[src/rtl/div_arbiter.sv]
// Round-robin arbiter granting four requesters access to one shared 16-bit divider.
// Latency: Ack 1 cycle after grant; Resp_Valid 1 cycle after Div_Done falls (1 cycle after grant on zero divisor).
// Backpressure: Req is a level held until Ack; one operation in flight, other requests wait in IDLE.
module div_arbiter #(
    parameter int TIMEOUT = 64
) (
    input  logic        Clock,
    input  logic        Reset,
    input  logic [3:0]  Req,
    input  logic [63:0] Req_Dividend,
    input  logic [63:0] Req_Divisor,
    output logic [3:0]  Ack,
    output logic [3:0]  Resp_Valid,
    output logic [15:0] Resp_Quotient,
    output logic [15:0] Resp_Remainder,
    output logic        Resp_Err,
    output logic        Busy,
    output logic        Div_Start,
    output logic [15:0] Div_Dividend,
    output logic [15:0] Div_Divisor,
    input  logic [15:0] Div_Quotient,
    input  logic [15:0] Div_Remainder,
    input  logic        Div_Done
);

    localparam logic [1:0] IDLE    = 2'd0;
    localparam logic [1:0] ISSUE   = 2'd1;
    localparam logic [1:0] RELEASE = 2'd2;
    localparam logic [1:0] RESPOND = 2'd3;

    localparam int CNT_W = (TIMEOUT > 1) ? $clog2(TIMEOUT) : 1;
    localparam logic [CNT_W-1:0] CNT_LAST = CNT_W'(TIMEOUT - 1);

    logic [1:0]       state;
    logic [1:0]       ptr;
    logic [1:0]       owner;
    logic [1:0]       gnt_idx;
    logic [1:0]       scan_idx;
    logic             gnt_found;
    logic [CNT_W-1:0] tmo_cnt;
    logic [15:0]      opa;
    logic [15:0]      opb;
    logic [15:0]      sel_dvd;
    logic [15:0]      sel_dvs;
    logic [15:0]      stage_q;
    logic [15:0]      stage_r;
    logic             stage_err;
    logic [3:0]       ack_q;

    // Scan from the highest offset down so the requester nearest Ptr wins.
    always_comb begin
        gnt_found = 1'b0;
        gnt_idx   = ptr;
        scan_idx  = ptr;
        for (int k = 3; k >= 0; k--) begin
            scan_idx = ptr + 2'(k);
            if (Req[scan_idx]) begin
                gnt_found = 1'b1;
                gnt_idx   = scan_idx;
            end
        end
    end

    assign sel_dvd = Req_Dividend[{gnt_idx, 4'b0000} +: 16];
    assign sel_dvs = Req_Divisor[{gnt_idx, 4'b0000} +: 16];

    always_ff @(posedge Clock) begin
        if (!Reset) begin
            state          <= IDLE;
            ptr            <= 2'd0;
            owner          <= 2'd0;
            tmo_cnt        <= '0;
            opa            <= 16'd0;
            opb            <= 16'd0;
            stage_q        <= 16'd0;
            stage_r        <= 16'd0;
            stage_err      <= 1'b0;
            ack_q          <= 4'd0;
            Resp_Quotient  <= 16'd0;
            Resp_Remainder <= 16'd0;
            Resp_Err       <= 1'b0;
        end else begin
            ack_q <= 4'd0;
            case (state)
                IDLE: begin
                    if (gnt_found) begin
                        owner   <= gnt_idx;
                        opa     <= sel_dvd;
                        opb     <= sel_dvs;
                        ack_q   <= 4'b0001 << gnt_idx;
                        tmo_cnt <= '0;
                        if (sel_dvs == 16'd0) begin
                            Resp_Quotient  <= 16'd0;
                            Resp_Remainder <= sel_dvd;
                            Resp_Err       <= 1'b1;
                            state          <= RESPOND;
                        end else begin
                            state <= ISSUE;
                        end
                    end
                end
                ISSUE: begin
                    if (Div_Done) begin
                        stage_q   <= Div_Quotient;
                        stage_r   <= Div_Remainder;
                        stage_err <= 1'b0;
                        state     <= RELEASE;
                    end else if (tmo_cnt == CNT_LAST) begin
                        stage_err <= 1'b1;
                        state     <= RELEASE;
                    end else begin
                        tmo_cnt <= tmo_cnt + 1'b1;
                    end
                end
                RELEASE: begin
                    // Outputs change only on entry to RESPOND; a timeout keeps the old result.
                    if (!Div_Done) begin
                        Resp_Err <= stage_err;
                        if (!stage_err) begin
                            Resp_Quotient  <= stage_q;
                            Resp_Remainder <= stage_r;
                        end
                        state <= RESPOND;
                    end
                end
                default: begin
                    ptr   <= owner + 2'd1;
                    state <= IDLE;
                end
            endcase
        end
    end

    assign Ack          = ack_q;
    assign Resp_Valid   = (state == RESPOND) ? (4'b0001 << owner) : 4'd0;
    assign Busy         = (state != IDLE);
    assign Div_Start    = (state == ISSUE);
    assign Div_Dividend = opa;
    assign Div_Divisor  = opb;

endmodule

[config.mk]
export PLATFORM = sky130hd
export DESIGN_NAME = div_arbiter
export DESIGN_NICKNAME = d
export VERILOG_FILES = /design/src/rtl/div_arbiter.sv
export SDC_FILE = /design/constraint.sdc
export NUM_CORES = 1
export LEC_CHECK = 0
export ABC_AREA = 1
export CAP_MARGIN = 20
export CORE_MARGIN = 4
export CORE_UTILIZATION = 41
export CTS_BUF_LIST = sky130_fd_sc_hd__clkbuf_2
export DETAILED_ROUTE_END_ITERATION = 6
export GPL_ROUTABILITY_DRIVEN = 0
export GPL_TIMING_DRIVEN = 0
export PLACE_DENSITY = 0.76
export SLEW_MARGIN = 0
export SYNTH_ARGS = -nofsm -noshare
export SYNTH_HDL_FRONTEND = slang
export SYNTH_SLANG_ARGS = --single-unit
[constraint.sdc]
create_clock -name Clock -period 2.35 [get_ports Clock]
set_input_delay 0.3525 -clock Clock [delete_from_list [all_inputs] [get_ports Clock]]
set_output_delay 0.3525 -clock Clock [all_outputs]
set_load 0.1 [all_outputs]
==> flow_metrics.env, run 1 <==
export IMPL_violations="negative setup slack"
export IMPL_grt_pass1_vias=6958
export IMPL_grtUsageMet3_pct=8.295
export IMPL_hold_ws_ps=312.6
export IMPL_layout_common_cells="nand2_1 (212), nor2_1 (173), clkdlybuf4s50_1 (166)"
export IMPL_critPathArrivalTime_ps=3510
export IMPL_cts_htree_levels=4
export IMPL_port_buffers=241
export IMPL_cts_root_buffer="clkbuf_2"
export IMPL_synth_seq_area_share_pct=36.40
export IMPL_dpl_hpwl_mm=17.13
export IMPL_drt_total_wl_mm=23.08
export IMPL_clk_latency_ps=670
export IMPL_fp_dieW_um=131.7
export IMPL_cts_sinks=114
export IMPL_cts_max_path_buffers=2
export IMPL_synth_area_um2=6270
export IMPL_endpoint_kind="flop"
export IMPL_antenna_found_initial=2
export IMPL_layoutNonFillerInstCount=1471
export IMPL_final_common_cell="nand2_1"
export IMPL_setup_ws_ps=-586.6
export IMPL_min_period_over_period_pct=125.0
export IMPL_dp_cells=1410
export IMPL_cts_tree="built"
export IMPL_slew_headroom_pct=32.76
export IMPL_peakVddDrop_v=0.0008132
export IMPL_avgSynthCellArea_um2=6.365
export IMPL_numCtsBuffers=17
export IMPL_synth_cell_types=33
export IMPL_cts_hold_buf=0
export IMPL_critPathKind="flop to flop"
export IMPL_core_um2=14750
export IMPL_syn_to_final_growth_pct=53.40
export IMPL_grt_busiest_layer="met2"
export IMPL_synth_nets=1162
export IMPL_fmax_mhz=340.5
export IMPL_use_met1_pct=28.94
export IMPL_grtUsageMet2_pct=44.07
export IMPL_status="complete, but fails checks"
export IMPL_viasPerCell=4.935
export IMPL_synth_area_leaders="dfxtp_1 (36%), nand2_1 (14%), nor2_1 (11%)"
export IMPL_clkTransAtPathRegs_ps=180
export IMPL_via_count=7259
export IMPL_drive_above_1_share_pct=14.63
export IMPL_drt_initial_drc_count=487
export IMPL_remaining_drc_errors=0
export IMPL_grt_pass1_wl_mm=35.20
export IMPL_antenna_left=0
export IMPL_power_density_nw_per_um2=1299
export IMPL_grt_max_degree=17
export IMPL_rsz0062_at_grt="true"
export IMPL_finalNetCount=1450
export IMPL_track_usage_pct=25.26
export IMPL_leakage_nw=4.725
export IMPL_overflow=0
export IMPL_dr_pass1_iters=5
export IMPL_cp_max_fo=7
export IMPL_synth_top_area_cell="dfxtp_1"
export IMPL_synthesis_instances=985
export IMPL_wl_per_cell_um=15.69
export IMPL_start_util_pct=42.49
export IMPL_yosysTopAreaCellShare_pct=36.40
export IMPL_period_needed_ps=2937
export IMPL_die_area_um2=17330
export IMPL_critPathRequiredTime_ps=2930
export IMPL_skew_ps=27.96
export IMPL_die_h_um=131.7
export IMPL_tightest_slew_ps=1007
export IMPL_cp_start_kind="flop"
export IMPL_setup_viol=73
export IMPL_ys_ff_latch=114
export IMPL_hold_class="input pin to flop"
export IMPL_hold_violations=0
export IMPL_slew_viol_final=0
export IMPL_yosys_warnings=0
export IMPL_io_pins=242
export IMPL_cap_violations=0
export IMPL_rows=44
==> final timing paths <==
path                       end              from  slack [ps]  cells after the start
max          Resp_Remainder[6]            ptr[0]        -590                     24
min                 stage_r[8]  Div_Remainder[8]         310                      3
max reg2reg  Resp_Remainder[6]            ptr[0]        -590                     24
min reg2reg         stage_r[3]        stage_r[3]         500                      2
==> worst max-delay path, cell delays in order, from the launching register on <==
cell	delay [ps]
dfxtp_4	390
buf_12	140
inv_12	80
nand2_4	50
nand2_2	90
nand2_2	70
nand2_2	90
inv_2	60
nand2_4	120
nand3_4	140
buf_12	160
nand2_4	90
nand2_1	80
nand3_1	80
nand2_1	80
nor2_1	90
nand2_1	70
nor2_2	140
nand3_4	110
nand2_4	110
nand3_4	130
buf_8	180
clkbuf_16	160
nor2_4	90
nor2_1	40
==> cell families after synthesis <==
group           after synthesis  share of synthesized area [%]
compound gates              149                          14.27
simple gates                512                          34.38
fa+ha+maj                    10                          1.996
buf+inv                     200                          12.95
flops                       114                          36.40
==> routing by layer <==
metal,vias to the layer above,share of wire (%),wire [µm]
li1,3646,-,-
met1,3247,40,9282
met2,310,48,11150
met3,56,8.2,1889
met5,-,0,0
met4,0,3.3,758
==> through the flow <==
step,utilization [%],power (mW),area [µm²],setup slack (ps),TNS [ps]
finish,65.19,12.50,9618,-586.6,-23700
global route,65.19,13.27,9618,-723.7,-32950
CTS,63.05,12.03,9303,-462.0,-18360
detailed placement,60.77,10.82,8966,-976.9,-43880
global placement,60.77,10.74,8966,-939.2,-42710
floorplan,-,8.606,6324,-130.6,-2066
==> where the power goes <==
part | switching (mW) | leakage (nW) | internal, mW
clock network | 0.716 | 0.120 | 0.358
registers | 0.305 | 0.936 | 2.47
logic | 6.20 | 3.67 | 2.44
total | 7.22 | 4.72 | 5.27
==> final cells by class <==
class | instances | area [µm²]
clock inverter | 11 | 71.32
tap | 184 | 230.2
buffer | 54 | 339.1
fill | 1387 | 5136
antenna | 2 | 5.005
inverter | 145 | 571.8
clock buffer | 20 | 100.1
multi-input combinational | 672 | 3441
sequential | 114 | 2290
timing repair buffer | 269 | 2570
==> sequential cells by signal, summed over array words and instances, names as in the netlist <==
name,cells
tmo_cnt,6
Div_Divisor,16
stage_err,1
Resp_Err,1
Resp_Quotient,16
stage_r,16
Ack,4
state,2
Resp_Remainder,16
ptr,2
stage_q,16
owner,2
Div_Dividend,16
==> what timing repair did <==
action                                  4_1_cts  5_1_grt
pin swaps                                    10       31
cloned                                        3        3
endpoints found under the setup margin      133      129
buffers inserted                             10       13
resized for setup                           147      129
endpoints found under the hold margin         0        0
==> synthesized netlist by cell type <==
library cell    n
nand2_1       242
nor2_1        176
inv_1         140
dfxtp_1       114
o21ai_0        95
nand3_1        53
clkbuf_1       32
o211ai_1       25
o22a_1         16
buf_2          10
ha_1           10
nor2_2         10
a21oi_1         7
buf_1           7
nand2_4         7
nor3_1          7
nand4_1         6
buf_6           5
nand2_2         4
inv_2           3
nand3_4         3
a211oi_1        2
a21oi_4         1
and2_1          1
buf_4           1
inv_4           1
inv_6           1
nand3_2         1
nor3b_1         1
nor4_1          1
o211a_1         1
o21bai_1        1
o31ai_1         1
Power figures use the tool's default switching activity.
==> run 2, diff against run 1 <==
--- a/config.mk
+++ b/config.mk
@@ -8,12 +8,12 @@
 export ABC_AREA = 1
 export CAP_MARGIN = 20
 export CORE_MARGIN = 4
-export CORE_UTILIZATION = 41
+export CORE_UTILIZATION = 35
 export CTS_BUF_LIST = sky130_fd_sc_hd__clkbuf_2
 export DETAILED_ROUTE_END_ITERATION = 6
 export GPL_ROUTABILITY_DRIVEN = 0
 export GPL_TIMING_DRIVEN = 0
-export PLACE_DENSITY = 0.76
+export PLACE_DENSITY = 0.66
 export SLEW_MARGIN = 0
 export SYNTH_ARGS = -nofsm -noshare
 export SYNTH_HDL_FRONTEND = slang
==> run 2 against run 1 <==
The flow still finishes with violations (negative setup slack). Largest power group unchanged. Critical path type unchanged. Clock power increased by 35%. Via count fell by 1.3%. Global-route usage decreased by 3.3 points.
==> flow_metrics.env, run 2 (synthesis gave the netlist of run 1 again) <==
export IMPL_finalNetCount=1450
export IMPL_core_um2=17420
export IMPL_remaining_drc_errors=0
export IMPL_cts_sinks=114
export IMPL_dr_pass1_iters=5
export IMPL_startpoint="ptr[0]"
export IMPL_grt_pass1_vias=6716
export IMPL_grtUsageMet3_pct=6.168
export IMPL_wl_per_cell_um=15.24
export IMPL_total_power_mw=12.97
export IMPL_cts_htree_levels=4
export IMPL_setup_ws_ps=-541.7
export IMPL_tightest_slew_ps=1017
export IMPL_cp_start_kind="flop"
export IMPL_leakage_nw=4.720
export IMPL_die_area_um2=20120
export IMPL_fillers=1751
export IMPL_slew_headroom_pct=32.45
export IMPL_slew_viol_final=0
export IMPL_cts_max_path_buffers=2
export IMPL_regArea_um2=2287
export IMPL_cp_slowest_cell="dfxtp_4"
export IMPL_diodes=0
export IMPL_cts_root_buffer="clkbuf_2"
export IMPL_period_needed_ps=2892
export IMPL_drive_above_1_share_pct=15.47
export IMPL_min_period_over_period_pct=123.1
export IMPL_dpl_hpwl_mm=17.52
export IMPL_antenna_left=0
export IMPL_layout_common_cells="nand2_1 (211), nor2_1 (173), clkdlybuf4s50_1 (166)"
export IMPL_fin_util_pct=56.11
export IMPL_syn_to_final_growth_pct=55.86
export IMPL_grtUsageMet2_pct=37.87
export IMPL_clk_latency_ps=670
export IMPL_cpPeakStageDelay_ps=400
export IMPL_rsz0062_at_grt="true"
export IMPL_cap_violations=0
export IMPL_grt_busiest_layer="met2"
export IMPL_r2r_setup_slack_ps=-540
export IMPL_worstReg2RegStart="ptr[0]"
export IMPL_viasPerCell=4.744
export IMPL_cts_tree="built"
export IMPL_port_buffers=241
export IMPL_place_ws_ps=-1010
export IMPL_critPathArrivalTime_ps=3480
export IMPL_peakVddDrop_v=0.0008804
export IMPL_critPathKind="flop to flop"
export IMPL_cp_max_fo=8
export IMPL_via_count=7168
export IMPL_skew_ps=31.71
export IMPL_final_common_cell="nand2_1"
export IMPL_status="complete, but fails checks"
export IMPL_start_util_pct=36.00
export IMPL_hold_violations=0
export IMPL_critPathRequiredTime_ps=2940
export IMPL_power_density_nw_per_um2=1327
export IMPL_grt_max_degree=17
export IMPL_endpoint_kind="flop"
export IMPL_hold_class="input pin to flop"
export IMPL_violations="negative setup slack"
export IMPL_numCtsBuffers=17
export IMPL_clkTransAtPathRegs_ps=180
export IMPL_fmax_mhz=345.8
export IMPL_reg2reg_depth=25
export IMPL_multi_input_area_um2=3402
export IMPL_drt_total_wl_mm=23.03
export IMPL_antenna_found_initial=0
export IMPL_worstSetupEndpoint="Resp_Remainder[5]"
export IMPL_die_h_um=141.8
export IMPL_overflow=0
export IMPL_setup_viol=51
export IMPL_cpMostUsedCell="nand2_2"
export IMPL_use_met1_pct=27.26
export IMPL_fp_dieW_um=141.8
export IMPL_track_usage_pct=21.96
export IMPL_worstReg2RegEnd="Resp_Remainder[5]"
export IMPL_drt_initial_drc_count=362
export IMPL_grt_pass1_wl_mm=34.98
export IMPL_rows=48
export IMPL_io_pins=242
## run 2: how the worst min path moves through the flow
stage                           from  cells after the start           to
floorplan                stage_q[10]                      2  stage_q[10]
global placement          stage_r[3]                      2   stage_r[3]
detailed placement          Resp_Err                      2     Resp_Err
CTS                 Div_Remainder[5]                      3   stage_r[5]
global route         Div_Quotient[4]                      3   stage_q[4]
finish              Div_Remainder[5]                      3   stage_r[5]
## run 2: per-stage QoR
step	setup TNS (ps)	hold WS, ps	instance area (µm²)	instances
final	-17150	297.3	9772	1511
after global routing	-27460	221.6	9772	1511
after CTS	-14900	220.3	9639	1506
after detailed placement	-44870	472.3	9017	1451
after global placement	-43490	463.5	9017	1451
after floorplan	-2066	454.9	6324	985
## run 2: critical path: cells and delay by family, from the launching register on
family / cells / cell delay, ps
buf+inv: 6 / 780
flops: 1 / 400
simple gates: 19 / 1650
## run 2: layout make-up
cell class              instances  area share (%)
plain buffers                  55           3.969
clock buffers                  18          0.9219
clock inverters                14           1.729
inverters                     145           5.775
multi-input cells             671           34.81
flip-flops and latches        114           23.41
well taps                     225           2.881
repair buffers                269           26.50
## run 2: power by group
group	switching [mW]	internal [mW]	total [mW]
clock	0.761	0.680	1.44
sequential	0.308	2.47	2.78
combinational	6.17	2.58	8.75
## run 2: metal layers
metal	share of wire [%]	vias to the layer above
met5	0	-
met3	8.1	25
met2	48	230
li1	-	3641
met4	1.5	0
met1	42	3272
## run 2: repair_timing
item,in CTS,in global routing
pin swaps,24,12
cloned,5,2
endpoints found under the setup margin,133,112
hold buffers,0,0
resized for setup,204,109
buffers inserted,18,3
==> run 3, diff against run 2 <==
--- a/config.mk
+++ b/config.mk
@@ -7,7 +7,6 @@
 export LEC_CHECK = 0
 export ABC_AREA = 1
 export CAP_MARGIN = 20
-export CORE_MARGIN = 4
 export CORE_UTILIZATION = 35
 export CTS_BUF_LIST = sky130_fd_sc_hd__clkbuf_2
 export DETAILED_ROUTE_END_ITERATION = 6
==> run 3 against run 2 <==
The flow still finishes with violations (negative setup slack). Sequential power barely moved. Combinational power barely moved. First-iteration DRC count fell by 4.4%. Wire length fell by 1.9%.
==> flow_metrics.env, run 3 (synthesis gave the netlist of run 1 again) <==
export IMPL_status="complete, but fails checks"
export IMPL_violations="negative setup slack"
export IMPL_cts_sinks=114
export IMPL_via_count=7181
export IMPL_worstReg2RegStart="ptr[0]"
export IMPL_io_pins=242
export IMPL_cts_htree_levels=4
export IMPL_cap_violations=0
export IMPL_slew_viol_final=0
export IMPL_overflow=0
export IMPL_period_needed_ps=2876
export IMPL_seqPwrFrac_pct=21.3
export IMPL_p_comb_share_pct=66.8
export IMPL_cpPeakStageDelay_ps=420
export IMPL_drt_total_wl_mm=22.60
export IMPL_leakage_nw=4.709
export IMPL_antenna_found_initial=1
export IMPL_critPathRequiredTime_ps=2960
export IMPL_finalNetCount=1444
export IMPL_rows=48
export IMPL_r2r_setup_slack_ps=-530
export IMPL_cts_tree="built"
export IMPL_tightest_slew_ps=1029
export IMPL_swShare_pct=55.59
export IMPL_clk_latency_ps=700
export IMPL_slew_headroom_pct=31.69
export IMPL_whs_endpoint="stage_r[7]"
export IMPL_track_usage_pct=24.39
export IMPL_die_h_um=135.8
export IMPL_numCtsBuffers=17
export IMPL_critPathArrivalTime_ps=3490
export IMPL_cp_slowest_cell="dfxtp_4"
export IMPL_power_net_switching_mw=7.279
export IMPL_internal_power_mw=5.814
export IMPL_setup_ws_ps=-526.1
export IMPL_layout_common_cells="nand2_1 (204), nor2_1 (170), clkdlybuf4s50_1 (166)"
export IMPL_skew_ps=35.38
export IMPL_dp_cells=1451
export IMPL_cts_max_path_buffers=2
export IMPL_port_buffers=241
export IMPL_cts_root_buffer="clkbuf_2"
export IMPL_fmax_mhz=347.7
export IMPL_hold_class="input pin to flop"
export IMPL_hold_violations=0
export IMPL_fin_util_pct=56.38
export IMPL_whs_path_depth=3
export IMPL_fp_dieW_um=135.8
export IMPL_die_area_um2=18450
export IMPL_critPathKind="flop to flop"
export IMPL_remaining_drc_errors=0
export IMPL_core_um2=17420
export IMPL_clockPowerShare_pct=11.9
export IMPL_rsz0062_at_grt="true"
export IMPL_worstReg2RegEnd="Resp_Remainder[14]"
export IMPL_grt_max_degree=17
export IMPL_syn_to_final_growth_pct=56.62
export IMPL_hold_ws_ps=262.7
export IMPL_layoutNonFillerInstCount=1505
export IMPL_cpMostUsedCell="nand2_2"
export IMPL_dpl_hpwl_mm=17.04
export IMPL_hold_start="Div_Remainder[7]"
export IMPL_peakVddDrop_v=0.0008364
export IMPL_cp_max_fo=8
export IMPL_cp_start_kind="flop"
export IMPL_endpoint_kind="flop"
export IMPL_dr_pass1_iters=5
export IMPL_drive_above_1_share_pct=15.72
export IMPL_min_period_over_period_pct=122.4
export IMPL_start_util_pct=36.00
export IMPL_antenna_left=0
export IMPL_setup_viol=54
export IMPL_grt_pass1_wl_mm=34.24
export IMPL_wl_per_cell_um=15.01
export IMPL_clkTransAtPathRegs_ps=190
export IMPL_power_density_nw_per_um2=1333
export IMPL_drt_initial_drc_count=346
export IMPL_reg2reg_depth=25
export IMPL_viasPerCell=4.771
export IMPL_grt_pass1_vias=6733
export IMPL_final_common_cell="nand2_1"
==> run 3: changes by cell type in the layout (fill, tap and decap cells not counted), sizes merged <==
cell,previous run,this run
buf,52,46
bufbuf,1,0
bufinv,4,5
clkbuf,75,76
clkdlybuf4s15,34,33
clkinv,8,7
clkinvlp,2,1
diode,0,1
dlygate4sd2,14,15
==> run 3: timing repair <==
action,in CTS,in global routing
setup endpoints to repair,134,130
hold buffers,0,0
buffers inserted,11,4
gates cloned,6,1
pin swaps,20,32
gates resized for setup,202,118
==> run 3: how the worst max path moves through the flow <==
stage | start | cells after the start | slack [ps] | to
floorplan | ptr[0] | 24 | -130 | Resp_Remainder[13]
global placement | Req[3] | 18 | -930 | Resp_Remainder[14]
detailed placement | Req[0] | 18 | -940 | Resp_Remainder[14]
CTS | ptr[0] | 24 | -460 | Resp_Remainder[5]
global route | ptr[0] | 25 | -690 | Resp_Remainder[10]
finish | ptr[0] | 25 | -530 | Resp_Remainder[14]
==> run 3: through the flow <==
step,worst slack (ps),power [mW],cell area [µm²],TNS [ps]
after floorplan,-130.6,8.606,6324,-2066
after global placement,-931.1,10.79,9017,-43000
after detailed placement,-941.4,10.85,9017,-44960
after CTS,-455.1,12.90,9642,-16050
after global routing,-694.1,13.89,9819,-29430
final,-526.1,13.09,9819,-18450
==> run 3: layer usage <==
metal | up-vias | share of wire (%) | global-route usage, %
met3 | 24 | 6.8 | 6.040
li1 | 3643 | - | -
met1 | 3282 | 42 | 28.40
met4 | 0 | 1.7 | 6.804
met5 | - | 0 | 0
met2 | 232 | 50 | 43.85
==> run 3: power groups by stage <==
stage | Sequential [mW] | Clock [mW] | Combinational (mW)
3_5_place_dp | 2.82 | 0 | 8.03
2_1_floorplan | 5.30 | 0 | 3.31
5_1_grt | 2.85 | 1.67 | 9.37
4_1_cts | 2.77 | 1.58 | 8.55
3_3_place_gp | 2.80 | 0 | 7.99
6_report | 2.79 | 1.56 | 8.75
==> run 3: critical path, delay by kind of cell (launching register included) <==
kind,cells,cell delay (ps)
buffers and inverters,5,660
DFF,1,420
and+or+nand+nor,20,1730
==> run 3: layout make-up <==
type | count | area (µm²)
Timing Repair Buffer | 263 | 2542
Buffer | 55 | 390.4
Tap cell | 225 | 281.5
Multi-Input combinational cell | 671 | 3467
Inverter | 145 | 564.3
Clock buffer | 18 | 90.09
Fill cell | 1750 | 7597
Clock inverter | 13 | 191.4
Antenna cell | 1 | 2.502
Sequential cell | 114 | 2290
